$ cat config.mk
export PLATFORM = sky130hd
export DESIGN_NAME = program_loader
export DESIGN_NICKNAME = d
export VERILOG_FILES = /design/src/rtl/loader_pkg.sv /design/src/rtl/byte_checksum.sv /design/src/rtl/program_loader.sv
export SDC_FILE = /design/constraint.sdc
export NUM_CORES = 1
export LEC_CHECK = 0
export ABC_CLOCK_PERIOD_IN_PS = 2200
export BUFFER_PORTS_ARGS = -buffer_cell sky130_fd_sc_hd__buf_2
export CAP_MARGIN = 20
export CORE_UTILIZATION = 45
export DETAILED_ROUTE_END_ITERATION = 16
export PLACE_DENSITY = 0.76
export SLEW_MARGIN = 20
export SYNTH_ARGS = -nofsm -noshare
export SYNTH_HDL_FRONTEND = slang
export SYNTH_SLANG_ARGS = --single-unit
$ cat constraint.sdc
create_clock -name clk -period 2.2 [get_ports clk]
set_input_delay 0.33 -clock clk [delete_from_list [all_inputs] [get_ports clk]]
set_output_delay 0.33 -clock clk [all_outputs]
set_load 0.01 [all_outputs]
$ cat src/rtl/loader_pkg.sv
// Shared types and constants for the program loader.
// No logic of its own; the state encoding and byte order live here.
// Byte order is a single constant so the word assembly has one definition.
package loader_pkg;

    typedef enum logic [2:0] {
        ST_IDLE,
        ST_COUNT,
        ST_LO,
        ST_HI,
        ST_CHECK,
        ST_DONE,
        ST_ERROR
    } state_t;

    // Frame is good when the mod-256 sum of every byte, checksum included, equals this
    localparam logic [7:0] CKSUM_GOOD = 8'h00;

    // Instructions arrive low byte first
    localparam bit LO_FIRST = 1'b1;

    // Build a 16-bit word from the two bytes in arrival order
    function automatic logic [15:0] assemble(input logic [7:0] first_byte,
                                             input logic [7:0] second_byte);
        return LO_FIRST ? {second_byte, first_byte} : {first_byte, second_byte};
    endfunction

endpackage

$ cat src/rtl/byte_checksum.sv
// Purpose: 8-bit mod-256 running sum over accepted frame bytes.
// Latency: sum updates on the edge after add; zero looks ahead combinationally.
// Backpressure: none; adds only when the parent asserts add.
module byte_checksum
    import loader_pkg::*;
(
    input  logic       clk,
    input  logic       reset,
    input  logic       clear,
    input  logic       add,
    input  logic [7:0] din,
    output logic       zero
);

    logic [7:0] acc;
    logic [7:0] next_sum;

    assign next_sum = acc + din;

    // zero answers "would the sum including the byte on din be good", so the
    // parent can decide on the checksum byte in the same cycle it is accepted
    assign zero = (next_sum == CKSUM_GOOD);

    // Accumulate accepted bytes; clear wins over add at load start
    always_ff @(posedge clk or posedge reset) begin
        if (reset) begin
            acc <= 8'h00;
        end else if (clear) begin
            acc <= 8'h00;
        end else if (add) begin
            acc <= next_sum;
        end
    end

endmodule

$ cat src/rtl/program_loader.sv
// Purpose: receive a framed byte stream, write instruction memory, verify checksum, release CPU.
// Latency: write strobe and done/error are registered, one cycle after the causing byte.
// Backpressure: in_ready depends only on state; a low in_valid stalls with no state change.
module program_loader
    import loader_pkg::*;
#(
    parameter int INSTR_W = 9,
    parameter int ADDR_W  = 5
) (
    input  logic               clk,
    input  logic               reset,
    input  logic               start,
    input  logic               in_valid,
    input  logic [7:0]         in_data,
    output logic               in_ready,
    output logic               imem_we,
    output logic [ADDR_W-1:0]  imem_addr,
    output logic [INSTR_W-1:0] imem_wdata,
    output logic               cpu_reset,
    output logic               busy,
    output logic               done,
    output logic               error
);

    localparam int         DEPTH   = 2 ** ADDR_W;
    localparam logic [8:0] DEPTH_9 = 9'(DEPTH);

    state_t              state;
    logic [7:0]          lo_byte;
    logic [ADDR_W-1:0]   index;
    logic [ADDR_W-1:0]   last_idx;
    logic                xfer;
    logic                can_start;
    logic                count_ok;
    logic                cks_zero;

    assign in_ready  = (state == ST_COUNT) || (state == ST_LO) ||
                       (state == ST_HI)    || (state == ST_CHECK);
    assign xfer      = in_valid && in_ready;
    assign can_start = start && ((state == ST_IDLE) || (state == ST_DONE) || (state == ST_ERROR));
    assign count_ok  = (in_data != 8'h00) && ({1'b0, in_data} <= DEPTH_9);

    byte_checksum u_cksum (
        .clk   (clk),
        .reset (reset),
        .clear (can_start),
        .add   (xfer),
        .din   (in_data),
        .zero  (cks_zero)
    );

    // Load sequencer: frame parsing, write strobe generation and status flags
    always_ff @(posedge clk or posedge reset) begin
        if (reset) begin
            state      <= ST_IDLE;
            lo_byte    <= 8'h00;
            index      <= '0;
            last_idx   <= '0;
            imem_we    <= 1'b0;
            imem_addr  <= '0;
            imem_wdata <= '0;
            cpu_reset  <= 1'b1;
            busy       <= 1'b0;
            done       <= 1'b0;
            error      <= 1'b0;
        end else begin
            imem_we <= 1'b0;
            case (state)
                ST_IDLE, ST_DONE, ST_ERROR: begin
                    if (can_start) begin
                        state     <= ST_COUNT;
                        index     <= '0;
                        done      <= 1'b0;
                        error     <= 1'b0;
                        busy      <= 1'b1;
                        cpu_reset <= 1'b1;
                    end
                end
                ST_COUNT: begin
                    if (xfer) begin
                        if (count_ok) begin
                            // N-1 fits in ADDR_W bits because N <= DEPTH
                            last_idx <= ADDR_W'(in_data - 8'd1);
                            state    <= ST_LO;
                        end else begin
                            state <= ST_ERROR;
                            error <= 1'b1;
                            busy  <= 1'b0;
                        end
                    end
                end
                ST_LO: begin
                    if (xfer) begin
                        lo_byte <= in_data;
                        state   <= ST_HI;
                    end
                end
                ST_HI: begin
                    if (xfer) begin
                        imem_we    <= 1'b1;
                        imem_addr  <= index;
                        imem_wdata <= INSTR_W'(assemble(lo_byte, in_data));
                        index      <= index + 1'b1;
                        state      <= (index == last_idx) ? ST_CHECK : ST_LO;
                    end
                end
                ST_CHECK: begin
                    if (xfer) begin
                        busy <= 1'b0;
                        if (cks_zero) begin
                            state     <= ST_DONE;
                            done      <= 1'b1;
                            cpu_reset <= 1'b0;
                        end else begin
                            state <= ST_ERROR;
                            error <= 1'b1;
                        end
                    end
                end
                default: state <= ST_IDLE;
            endcase
        end
    end

endmodule

# Word-level counts from Yosys, hierarchy flattened
# Cells that the tools add are included.
[classes]
addsub = 3
reduce_logical = 24
n_eq_ne = 15
mux = 33
n_lt_le_gt_ge = 1
[op_table]
columns = ["op", "n"]
rows = [
  ["two-way mux 3 bit", 7],
  ["two-way mux 8 bit", 2],
  ["two-way mux 1 bit", 15],
  ["one-hot mux 3 bit (5 select lines)", 1],
  ["two-way mux 5 bit", 2],
  ["one-hot mux 5 bit (2 select lines)", 1],
  ["AND reduction 5 bit", 2],
  ["== test 3 bit, second input constant", 3],
  ["adder 8 bit", 1],
  ["less-or-equal comparator 8 x 6 -> 1 bit, second input constant", 1],
  ["logical NOT 8 bit", 1],
  ["inequality test 2 x 1 -> 1 bit, second input constant", 4],
  ["inequality test 2 bit, second input constant", 4],
  ["nonzero test 8 bit", 1],
  ["== test 3 x 2 -> 1 bit, second input constant", 2],
  ["one-hot mux 1 bit (3 select lines)", 2],
  ["AND reduction 3 bit", 2],
  ["AND reduction 6 bit", 1],
  ["nonzero test 2 bit", 3],
  ["adder 5 x 1 -> 5 bit, second input constant", 1],
  ["== test 5 bit", 1],
  ["logical OR 1 bit", 5],
  ["subtractor 5 x 1 -> 5 bit, second input constant", 1],
  ["one-hot mux 1 bit (2 select lines)", 2],
  ["other kinds (8)", 11],
]
[word_totals]
output_inout_bits = 20
reg_bits = 48

# Logic depth before layout (Yosys ltp)
[logic_depth]
ltp_word = 7
mapped_depth = 7
ltp_nobuf = 7

# Modules after synthesis
# A second synthesis with hierarchy kept.
[unflattened]
hier_cells = 269
hier_area_um2 = 2668.8
[modules_own_cells]
columns = ["mod", "instances", "area_each_um2", "cells_each"]
rows = [
  ["program_loader", 1, 2013.2, 199],
  ["byte_checksum", 1, 655.6, 70],
]

# Worst setup path before layout
# No wires, ideal clock.
[synth_path]
kind = "register -> register"
from = "register u_cksum.acc[0]"
to = "register error"
setup_time_ns = 0.162
stages_incl_launch_ff = 7
path_slack_ns = -0.094
path_buffers = 0
t_arrival_ns = 2.132
cell_sequence = "dfrtp_1 -> ha_1 -> fa_1 -> a211o_1 -> and3_1 -> a311oi_1 -> a41oi_1"
[synth_via]
elab_chain_len = 4
[synth_rtl]
columns = ["element", "line_no", "rtl"]
rows = [
  ["start: declaration", "byte_checksum.sv:15", "logic [7:0] acc;"],
  ["start signal: assignment", "byte_checksum.sv:31", "acc <= next_sum;"],
  ["adder 8 bit", "byte_checksum.sv:18", "assign next_sum = acc + din;"],
  ["logical NOT 8 bit", "byte_checksum.sv:22", "assign zero = (next_sum == CKSUM_GOOD);"],
  ["inequality test 2 bit (no line)", "-", ""],
  ["AND reduction 6 bit (no line)", "-", ""],
  ["end signal: assignment", "program_loader.sv:65", "error <= 1'b0;"],
  ["end signal: assignment", "program_loader.sv:74", "error <= 1'b0;"],
  ["end signal: assignment", "program_loader.sv:87", "error <= 1'b1;"],
  ["end: declaration", "program_loader.sv:22", "output logic error"],
]
# No other way between the ends.
# A chain may end at the register's enable or synchronous reset.

# Worst setup path in the final report
[layout_path]
from = "register u_cksum.acc[1]"
to = "register state[0]"
[layout_via]
elab_chain_len = 5
[layout_rtl]
columns = ["element", "line_no", "rtl"]
rows = [
  ["adder 8 bit", "byte_checksum.sv:18", ""],
  ["logical NOT 8 bit", "byte_checksum.sv:22", ""],
  ["two-way mux 2 bit", "program_loader.sv:110", "if (cks_zero) begin"],
  ["two-way mux 3 bit", "program_loader.sv:108", "if (xfer) begin"],
  ["one-hot mux 3 bit (5 select lines)", "program_loader.sv:68", "case (state)"],
  ["end signal: assignment", "program_loader.sv:104", "state <= (index == last_idx) ? ST_CHECK : ST_LO;"],
  ["end: declaration", "program_loader.sv:28", "state_t state;"],
]
# No other way between the ends. The select of a mux whose other input is x is not followed.

==> flow_summary.yaml <==
logic_synthesis:
  synth_edf_count: 0
  synthCells: 276
  synth_flop_cell: "dfrtp_1"
  syn_nets: 298
  ys_types: 52
  postSynthAreaPerCell_um2: 9.41
  synth_seq_cells: 48
  synth_area_mm2: 0.00260
  synth_warnings: 0
  ys_seq_area_frac: 0.463
  synth-async-reset-ratio: 1.00
setup_path:
  critPathSlowestCell: "or4_4"
  rr_worst_depth: 7
  worstSetupPathType: "flop to flop"
  cp-start-kind: "flop"
  critPathRequiredTime_ns: 2.43
  r2r_slack_ns: -0.08
  max_stage_delay_ns: 0.45
  worstPathCellList: "buf_6 > fa_2 > xor2_1 > nor3_1 > o221ai_2 > or4_4 > o21ai_2"
  crit_path_end_kind: "flop"
  cp_max_fo: 2
  cp.arrival_ns: 2.50
layout:
  antenna_cells: 0
  syn2layout_area_growth_pct: 23.4
  final_cell_mix: "nand2_1, dfrtp_1, buf_4"
  final_common_cell: "nand2_1"
  final_nets: 358
  drive_above_1_share: 0.315
floorplanning:
  die_y_um: 78.0
  die_x_um: 78.0
  initial_core_util: 0.469
  rows: 27
  dieArea_mm2: 0.00608
  core_area_mm2: 0.00554
  ios: 32
route:
  routed_wl_mm: 6.09
  vias: 2250
  drt_iter0_drc: 162
  ant_nets: 0
  drc: 0
  viasPerCell: 5.50
  firstDrtPassIters: 4
  wire_per_inst_um: 14.9
global_route:
  antenna_found_initial: 0
  grtUsageTotal: 0.213
  grt_pass1_vias: 2098
  grt_max_degree: 23
  grt_first_pass_wirelength_mm: 10.1
  overflow: 0
clock_network:
  clk_pin_slew_ns: 0.09
  post_cts_hold_buffer_count: 0
  clk_path_buf_depth: 2
  clock-sinks: 48
  clockRootBuffer: "clkbuf_8"
  cts_tree: "built"
  clock_latency_ns: 0.30
  cts_inserted_buffers: 5
  cts_max_level: 2
sta:
  setup_viol: 2
  rsz0062_at_grt: "true"
  fin_crit_ns: 2.28
  setup_slack_ns: -0.0761
  fin_worst_skew_ns: 0.00948
  slew_headroom: 0.683
  tns_ns: -0.140
  worst_pin_slew_ns: 0.475
  slew_violations: 0
  timing.fmax_mhz: 439
  fin_crit_sh: 1.03
  hold_viol: 0
pwr:
  power.total_mw: 4.04
  power_density_mw_per_mm2: 1260
  leakagePower_nw: 1.54
  ir_drop_v: 0.000787
placed_design:
  dp_hpwl_mm: 4.39
  place.gp.congestion: 0.842
  portBuffers: 31
flow_run:
  max-cap-violations: 0
status:
  violations: "setup timing"
  status: "finished, violations left"
min_path:
  hp-class: "primary input to async pin"
-- through the flow --
step | utilization | hold slack [ns] | setup WS, ns | instances | area [um^2]
2_1_floorplan | - | 0.435 | 0.0215 | 276 | 2610
3_3_place_gp | 0.548 | 0.358 | -0.118 | 398 | 3040
3_5_place_dp | 0.548 | 0.374 | -0.177 | 398 | 3040
4_1_cts | 0.572 | 0.0492 | -0.0219 | 408 | 3170
5_1_grt | 0.579 | 0.0554 | -0.127 | 409 | 3210
6_report | 0.579 | 0.0329 | -0.0761 | 409 | 3210
-- worst max-delay path: cells and delay by family, from the launching register on --
kind	cells	cell delay [ns]
simple gates	2	0.73
fa+ha+maj	1	0.37
compound gates	2	0.32
xor+xnor	1	0.19
buf+inv	1	0.15
flops	1	0.44
-- state kept, by name (all words and copies together) (netlist names), 3 cells and up --
name,cells
imem_addr,5
imem_wdata,9
index,5
last_idx,5
lo_byte,8
state,3
u_cksum.acc,8
-- synth_stat cells (all sizes together), types with 2 or more instances --
library cell,instances,area share
nand2,52,0.075
dfrtp,47,0.45
nor2,19,0.028
nand3,15,0.029
o21ai,14,0.027
a21oi,11,0.021
inv,11,0.016
mux2,11,0.048
clkbuf,9,0.013
ha,9,0.043
xnor2,8,0.027
nor3b,6,0.019
nor3,5,0.0096
o31ai,5,0.014
xor2,5,0.017
a31oi,3,0.0072
and3,3,0.0072
nand2b,3,0.0072
nand4,3,0.0072
nor2b,3,0.0072
nor4b,3,0.010
or3b,3,0.011
a32oi,2,0.0067
a41oi,2,0.0067
buf,2,0.0034
o21a,2,0.0058
o22ai,2,0.0048
-- routing by layer --
metal  up-vias  GRT usage  part of all wire
met2        51      0.345              0.50
met5         -          0                 0
met3        10     0.0341             0.034
li1       1091          -                 -
met4         0     0.0685             0.016
met1      1098      0.293              0.45
-- power breakdown --
group	total, mW	internal (mW)	switching [mW]	leakage, nW
clock network	0.553	0.256	0.297	0.0445
logic	2.01	0.971	1.04	0.878
registers	1.48	1.21	0.269	0.612
-- timing repair --
item	CTS	global route
gates resized for setup	5	7
buffers inserted	2	1
pin swaps	1	2
setup endpoints to repair	5	5
-- cells by family after synthesis --
family,count (synthesis),synth area share
AND/OR/NAND/NOR,119,0.224
AO/OA/AOI/OAI,52,0.135
flip-flops,48,0.463
buffers and inverters,22,0.0323
XOR/XNOR,13,0.0438
multiplexers,12,0.0515
adder cells (fa/ha/maj),10,0.0511
-- area by class of cell --
class | count | area (um^2)
clock buffer | 7 | 86.3
fill | 497 | 2330
inverter | 11 | 41.3
clock inverter | 1 | 7.51
timing repair buffer | 64 | 407
multi-input combinational | 206 | 1370
tap | 72 | 90.1
sequential | 48 | 1200
-- final timing paths --
| check | from | endpoint |
|---|---|---|
| max | u_cksum.acc[1] | state[0] |
| max reg2reg | u_cksum.acc[1] | state[0] |
| min | reset | index[2] |
| max in group asynchronous | reset | cpu_reset |
| min reg2reg | imem_addr[1] | imem_addr[1] |
| min in group clk | in_data[7] | lo_byte[7] |
(Power assumes the default switching activity.)
